**config.mk**
```make
export PLATFORM = sky130hd
export DESIGN_NAME = key_schedule_ctrl
export DESIGN_NICKNAME = d
export VERILOG_FILES = /design/src/rtl/key_schedule_ctrl.sv
export SDC_FILE = /design/constraint.sdc
export NUM_CORES = 2
export LEC_CHECK = 0
export BUFFER_PORTS_ARGS = -buffer_cell sky130_fd_sc_hd__buf_2
export CORE_ASPECT_RATIO = 1.25
export CORE_UTILIZATION = 45
export DETAILED_ROUTE_END_ITERATION = 10
export GPL_ROUTABILITY_DRIVEN = 0
export SETUP_SLACK_MARGIN = 0.1
export SLEW_MARGIN = 10
export SYNTH_ARGS = -nofsm -noshare
export SYNTH_HDL_FRONTEND = slang
export SYNTH_SLANG_ARGS = --single-unit
export TNS_END_PERCENT = 30
```
**constraint.sdc**
```tcl
create_clock -name clk -period 17 [get_ports clk]
set_input_delay 0.85 -clock clk [delete_from_list [all_inputs] [get_ports clk]]
set_output_delay 0.85 -clock clk [all_outputs]
set_load 0.01 [all_outputs]
```
**src/rtl/key_schedule_ctrl.sv**
```systemverilog
// Iterative AES-128 key expansion: one new schedule word per clock through a shared SubWord,
// with the 11 round keys held locally and served on a one-cycle registered read port.
module key_schedule_ctrl #(
    parameter int Nk = 4,
    parameter int Nr = 10,
    parameter int Nb = 4
) (
    input  logic         clk,
    input  logic         rst_n,
    input  logic [127:0] i_key_in,
    input  logic         i_key_valid,
    output logic         o_key_ready,
    output logic         o_busy,
    output logic         o_rk_ready,
    output logic [3:0]   o_rk_avail,
    input  logic         i_rk_rd_en,
    input  logic [3:0]   i_rk_rd_idx,
    output logic [127:0] o_rk_out,
    output logic         o_rk_out_valid
);

    generate
        if ((Nk != 4) || (Nr != 10) || (Nb != 4)) begin : g_badParam
            $error("key_schedule_ctrl supports only AES-128 (Nk=4, Nr=10, Nb=4)");
        end
    endgenerate

    typedef enum logic [1:0] {S_IDLE, S_EXPAND, S_READY} state_t;

    state_t         r_state;
    state_t         w_nextState;
    logic [5:0]     r_cnt;
    logic [7:0]     r_rcon;
    logic [127:0]   r_win;
    logic [3:0]     r_avail;
    logic [127:0]   r_rkOut;
    logic           r_rkOutValid;
    logic [127:0]   r_rk [0:10];

    logic           w_accept;
    logic           w_expand;
    logic [31:0]    w_prev4;
    logic [31:0]    w_prev1;
    logic [31:0]    w_rot;
    logic [31:0]    w_sub;
    logic [31:0]    w_newWord;
    logic [6:0]     w_bitLo;

    function automatic logic [7:0] xtime(input logic [7:0] a);
        return {a[6:0], 1'b0} ^ (a[7] ? 8'h1b : 8'h00);
    endfunction

    function automatic logic [7:0] gfMul(input logic [7:0] a, input logic [7:0] b);
        logic [7:0] p;
        logic [7:0] t;
        p = 8'h00;
        t = a;
        for (int k = 0; k < 8; k++) begin
            if (b[k]) p = p ^ t;
            t = xtime(t);
        end
        return p;
    endfunction

    // S-box as GF(2^8) inverse (x^254, which also maps 0 to 0) followed by the FIPS-197 affine map.
    function automatic logic [7:0] sbox(input logic [7:0] x);
        logic [7:0] sq;
        logic [7:0] inv;
        sq  = gfMul(x, x);
        inv = sq;
        for (int k = 0; k < 6; k++) begin
            sq  = gfMul(sq, sq);
            inv = gfMul(inv, sq);
        end
        return inv ^ {inv[6:0], inv[7]} ^ {inv[5:0], inv[7:6]} ^ {inv[4:0], inv[7:5]}
                   ^ {inv[3:0], inv[7:4]} ^ 8'h63;
    endfunction

    assign w_accept  = i_key_valid && (r_state != S_EXPAND);
    assign w_expand  = (r_state == S_EXPAND);
    assign w_prev4   = r_win[127:96];
    assign w_prev1   = r_win[31:0];
    assign w_rot     = {w_prev1[23:0], w_prev1[31:24]};
    assign w_sub     = {sbox(w_rot[31:24]), sbox(w_rot[23:16]), sbox(w_rot[15:8]), sbox(w_rot[7:0])};
    assign w_newWord = (r_cnt[1:0] == 2'd0) ? (w_prev4 ^ w_sub ^ {r_rcon, 24'h0})
                                            : (w_prev4 ^ w_prev1);
    assign w_bitLo   = {~r_cnt[1:0], 5'b00000};

    always_ff @(posedge clk or negedge rst_n) begin
        if (!rst_n) begin
            r_state <= S_IDLE;
        end else begin
            r_state <= w_nextState;
        end
    end

    always_comb begin
        w_nextState = r_state;
        o_key_ready = 1'b1;
        o_busy      = 1'b0;
        o_rk_ready  = 1'b0;
        case (r_state)
            S_IDLE, S_READY: begin
                o_rk_ready = (r_state == S_READY);
                if (w_accept) w_nextState = S_EXPAND;
            end
            S_EXPAND: begin
                o_key_ready = 1'b0;
                o_busy      = 1'b1;
                if (r_cnt == 6'd43) w_nextState = S_READY;
            end
            default: w_nextState = S_IDLE;
        endcase
    end

    // r_win is a sliding window of w[i-4..i-1], so the round logic never indexes the key store.
    always_ff @(posedge clk or negedge rst_n) begin
        if (!rst_n) begin
            r_cnt        <= 6'd0;
            r_rcon       <= 8'h01;
            r_win        <= 128'h0;
            r_avail      <= 4'd0;
            r_rkOut      <= 128'h0;
            r_rkOutValid <= 1'b0;
        end else begin
            if (w_accept) begin
                r_cnt   <= 6'd4;
                r_rcon  <= 8'h01;
                r_win   <= i_key_in;
                r_avail <= 4'd1;
            end else if (w_expand) begin
                r_cnt <= r_cnt + 6'd1;
                r_win <= {r_win[95:0], w_newWord};
                if (r_cnt[1:0] == 2'd0) r_rcon <= xtime(r_rcon);
                if (r_cnt[1:0] == 2'd3) r_avail <= r_avail + 4'd1;
            end
            r_rkOutValid <= i_rk_rd_en;
            if (i_rk_rd_en) begin
                r_rkOut <= (i_rk_rd_idx <= 4'd10) ? r_rk[i_rk_rd_idx] : 128'h0;
            end
        end
    end

    always_ff @(posedge clk) begin
        if (w_accept) begin
            r_rk[0] <= i_key_in;
        end else if (w_expand) begin
            r_rk[r_cnt[5:2]][w_bitLo +: 32] <= w_newWord;
        end
    end

    assign o_rk_avail     = r_avail;
    assign o_rk_out       = r_rkOut;
    assign o_rk_out_valid = r_rkOutValid;

endmodule

```
==> flow_summary_export.csv <==
group,metric,value,unit
logic_synthesis,synth_commonest_cells,"xnor2_1, edfxtp_1, nor2_1",
cts,clkSinkCount,1685,
placed_design,place_hpwl,264500,um
worst_setup_path,cp_common_cell,"xnor3_2",
global_routing,grt-ovfl-total,0,
hold_path,hold_path_class,"input port to register",
placed_design,portBuffers,271,
logic_synthesis,seq_area_frac_synth,40.10,%
logic_synthesis,synth-edff-count,1408,
detailed_routing,wl_per_cell,24.99,um
die,row_count,214,
sta,rsz0062_at_grt,"true",
logic_synthesis,synthTopCellsByArea,"edfxtp_1, xnor2_1, xnor3_1",
logic_synthesis,ys.warnings.count,0,
worst_setup_path,path_buf_inv,10,
sta,min_period,16390,ps
logic_synthesis,yosysMostFrequentCell,"xnor2_1",
detailed_routing,drt-vias-per-instance,5.934,
die,ios,272,
placed_design,dp.cells,14990,
cts,path_clk_slew,70,ps
final_layout,layout.nets,11780,
logic_synthesis,synth_fp_nets,11520,
cts,cts-buffers-inserted,164,
detailed_routing,drtIter0Drc,8919,
die,die_w,469.1,um
worst_setup_path,critPathCaptureType,"register",
sta,period_share,96.39,%
sta,final.setup_skew,65.27,ps
worst_setup_path,crit_path_max_fanout,11,
cts,clock_latency,820,ps
logic_synthesis,yosysTopAreaCellShare,34.45,%
final_layout,fin_cells,15340,
sta,slew_violations,0,
die,initial_core_util,45.20,%
logic_synthesis,synth-seq-cells,1685,
logic_synthesis,mappedNetlistArea,122700,um2
global_routing,grt_pass1_vias,88200,
worst_setup_path,crit_family,"XOR/XNOR gates",
logic_synthesis,syn_area_per_cell,10.80,um2
global_routing,grt_max_degree,175,
global_routing,grt_pass1_wl,567400,um
cts,cts_buffer_depth,4,
sta,slew_headroom,15.85,%
worst_setup_path,crit_path_max_incr_delay,560,ps
sta,fin_setup_tns,0,ps
die,chipHeight,585.9,um
final_layout,synthToLayoutAreaGrowth,11.46,%
detailed_routing,ant_nets,0,
cts,cts_tree,"done",
logic_synthesis,synth_cell_types,117,
detailed_routing,drcViolationCount,0,
final_layout,layout-drive-gt1-share,16.00,%
final_layout,design_area,136800,um2
sta,tightest_slew,1253,ps
worst_setup_path,crit_arrival,16880,ps
worst_setup_path,crit_required,17500,ps
run_status,status,"finished clean",
detailed_routing,vias,91000,
global_routing,antenna_found_initial,50,
logic_synthesis,syn_inst,11360,
logic_synthesis,yosys.area.top_type,"edfxtp_1",
die,fp.coreArea,271500,um2
detailed_routing,routed_wl,383200,um
worst_setup_path,cp-start-kind,"register",
cts,cts-root-buf,"clkbuf_16",
worst_setup_path,slowest_stage,"xnor3_2",
logic_synthesis,ys_async_sr_fraction,16.44,%
global_routing,gr-usage-all-layers,27.15,%
worst_setup_path,critical_path_class,"register to register",
run,cap_violations,0,
cts,htree_num_levels,4,
sta,finalHoldViolCount,0,
die,dieArea,274800,um2
placed_design,place_area,130100,um2
final_layout,final_util,50.39,%
detailed_routing,drt-pass1-iter-count,6,
sta,setup_viol,0,
sta,max_freq,61.02,MHz
logic_synthesis,synth-main-ff-cell,"edfxtp_1",
-- logic make-up (layout without fill, tap and decap cells) --
kind of cell / after synthesis / count (layout) / synth area share, %
DFF: 1685 / 1685 / 40.10
AOI/OAI and AO/OA: 2146 / 2146 / 11.20
buffers and inverters: 985 / 1364 / 3.438
other: 0 / 30 / 0
xor gates and xnor gates: 2535 / 2535 / 24.43
adders and majority gates: 25 / 25 / 0.2549
and+or+nand+nor: 3111 / 3111 / 10.76
muxes: 875 / 875 / 9.820
-- area by class of cell --
class	count	area, um2
Fill cell	24010	134700
Sequential cell	1685	49220
Inverter	223	848.3
Clock buffer	231	4601
Tap cell	3564	4459
Timing Repair Buffer	850	5893
Clock inverter	60	654.4
Multi-Input combinational cell	8692	71060
Antenna cell	30	75.07
-- layout by cell type (no fill, tap or decap), types with 45 or more instances in the layout --
master / count
clkbuf_1: 47
nand3_1: 218
a22o_1: 77
edfxtp_1: 1408
xor2_2: 55
buf_4: 568
a31oi_1: 65
o22ai_1: 230
buf_2: 264
xnor2_2: 114
xnor2_1: 1433
nor3_1: 206
nand2_1: 985
a21oi_1: 503
a211oi_1: 93
clkbuf_16: 168
inv_1: 203
nor2b_1: 47
nor2_4: 45
o211ai_1: 67
o21ai_0: 543
xor2_1: 412
nor2_1: 1290
mux4_2: 259
xnor3_1: 373
dfrtp_1: 274
mux2i_1: 572
and2_1: 58
xnor3_2: 53
-- state kept, by name, summed over array words and instances (netlist names) --
name,cells
r_rk,1408
o_rk_out,128
r_win,128
r_rcon,8
r_cnt,6
o_rk_avail,4
r_state,2
o_rk_out_valid,1
-- timing repair --
action | in CTS | in global routing
setup endpoints to repair | 562 | 1408
buffers inserted | 0 | 23
pin swaps | 0 | 18
gates resized for setup | 35 | 172
hold buffers | 1 | 0
endpoints found under the hold margin | 50 | 0
-- metrics by stage --
stage,worst slack [ps],hold WS [ps]
6_report,613.0,359.0
5_1_grt,13.62,374.1
4_1_cts,86.70,322.5
3_5_place_dp,-794.0,462.1
3_3_place_gp,-515.3,459.3
2_1_floorplan,1403,449.2
-- final timing paths --
path | slack (ps) | endpoint | cells after the start | start
worst max-delay path | 610 | r_rk[8][120]$_DFFE_PP_ | 58 | r_win[16]$_DFFE_PN0P_
worst min-delay path | 360 | r_win[2]$_DFFE_PN0P_ | 3 | i_key_in[2]
worst max register to register | 610 | r_rk[8][120]$_DFFE_PP_ | 58 | r_win[16]$_DFFE_PN0P_
worst min register to register | 460 | r_win[127]$_DFFE_PN0P_ | 2 | r_win[95]$_DFFE_PN0P_
max in group asynchronous | 15120 | o_rk_out[47]$_DFFE_PN0P_ | 3 | rst_n
min in group asynchronous | 550 | o_rk_out[111]$_DFFE_PN0P_ | 2 | rst_n
-- per-layer routing --
metal | GRT usage [%] | wire, um | share of wire (%)
met5 | 0 | 155 | 0.040
met4 | 13.38 | 20820 | 5.4
met3 | 2.948 | 25070 | 6.5
met2 | 46.36 | 188100 | 49
met1 | 34.13 | 149100 | 39
-- worst min-delay path, stage by stage --
cell and delay [ps]:
buf_2 90, mux2i_1 60, o21ai_0 130
Power is left out: the tool's default activity adds up to more than one toggle a clock period on the data nets, which glitch-free logic cannot reach.
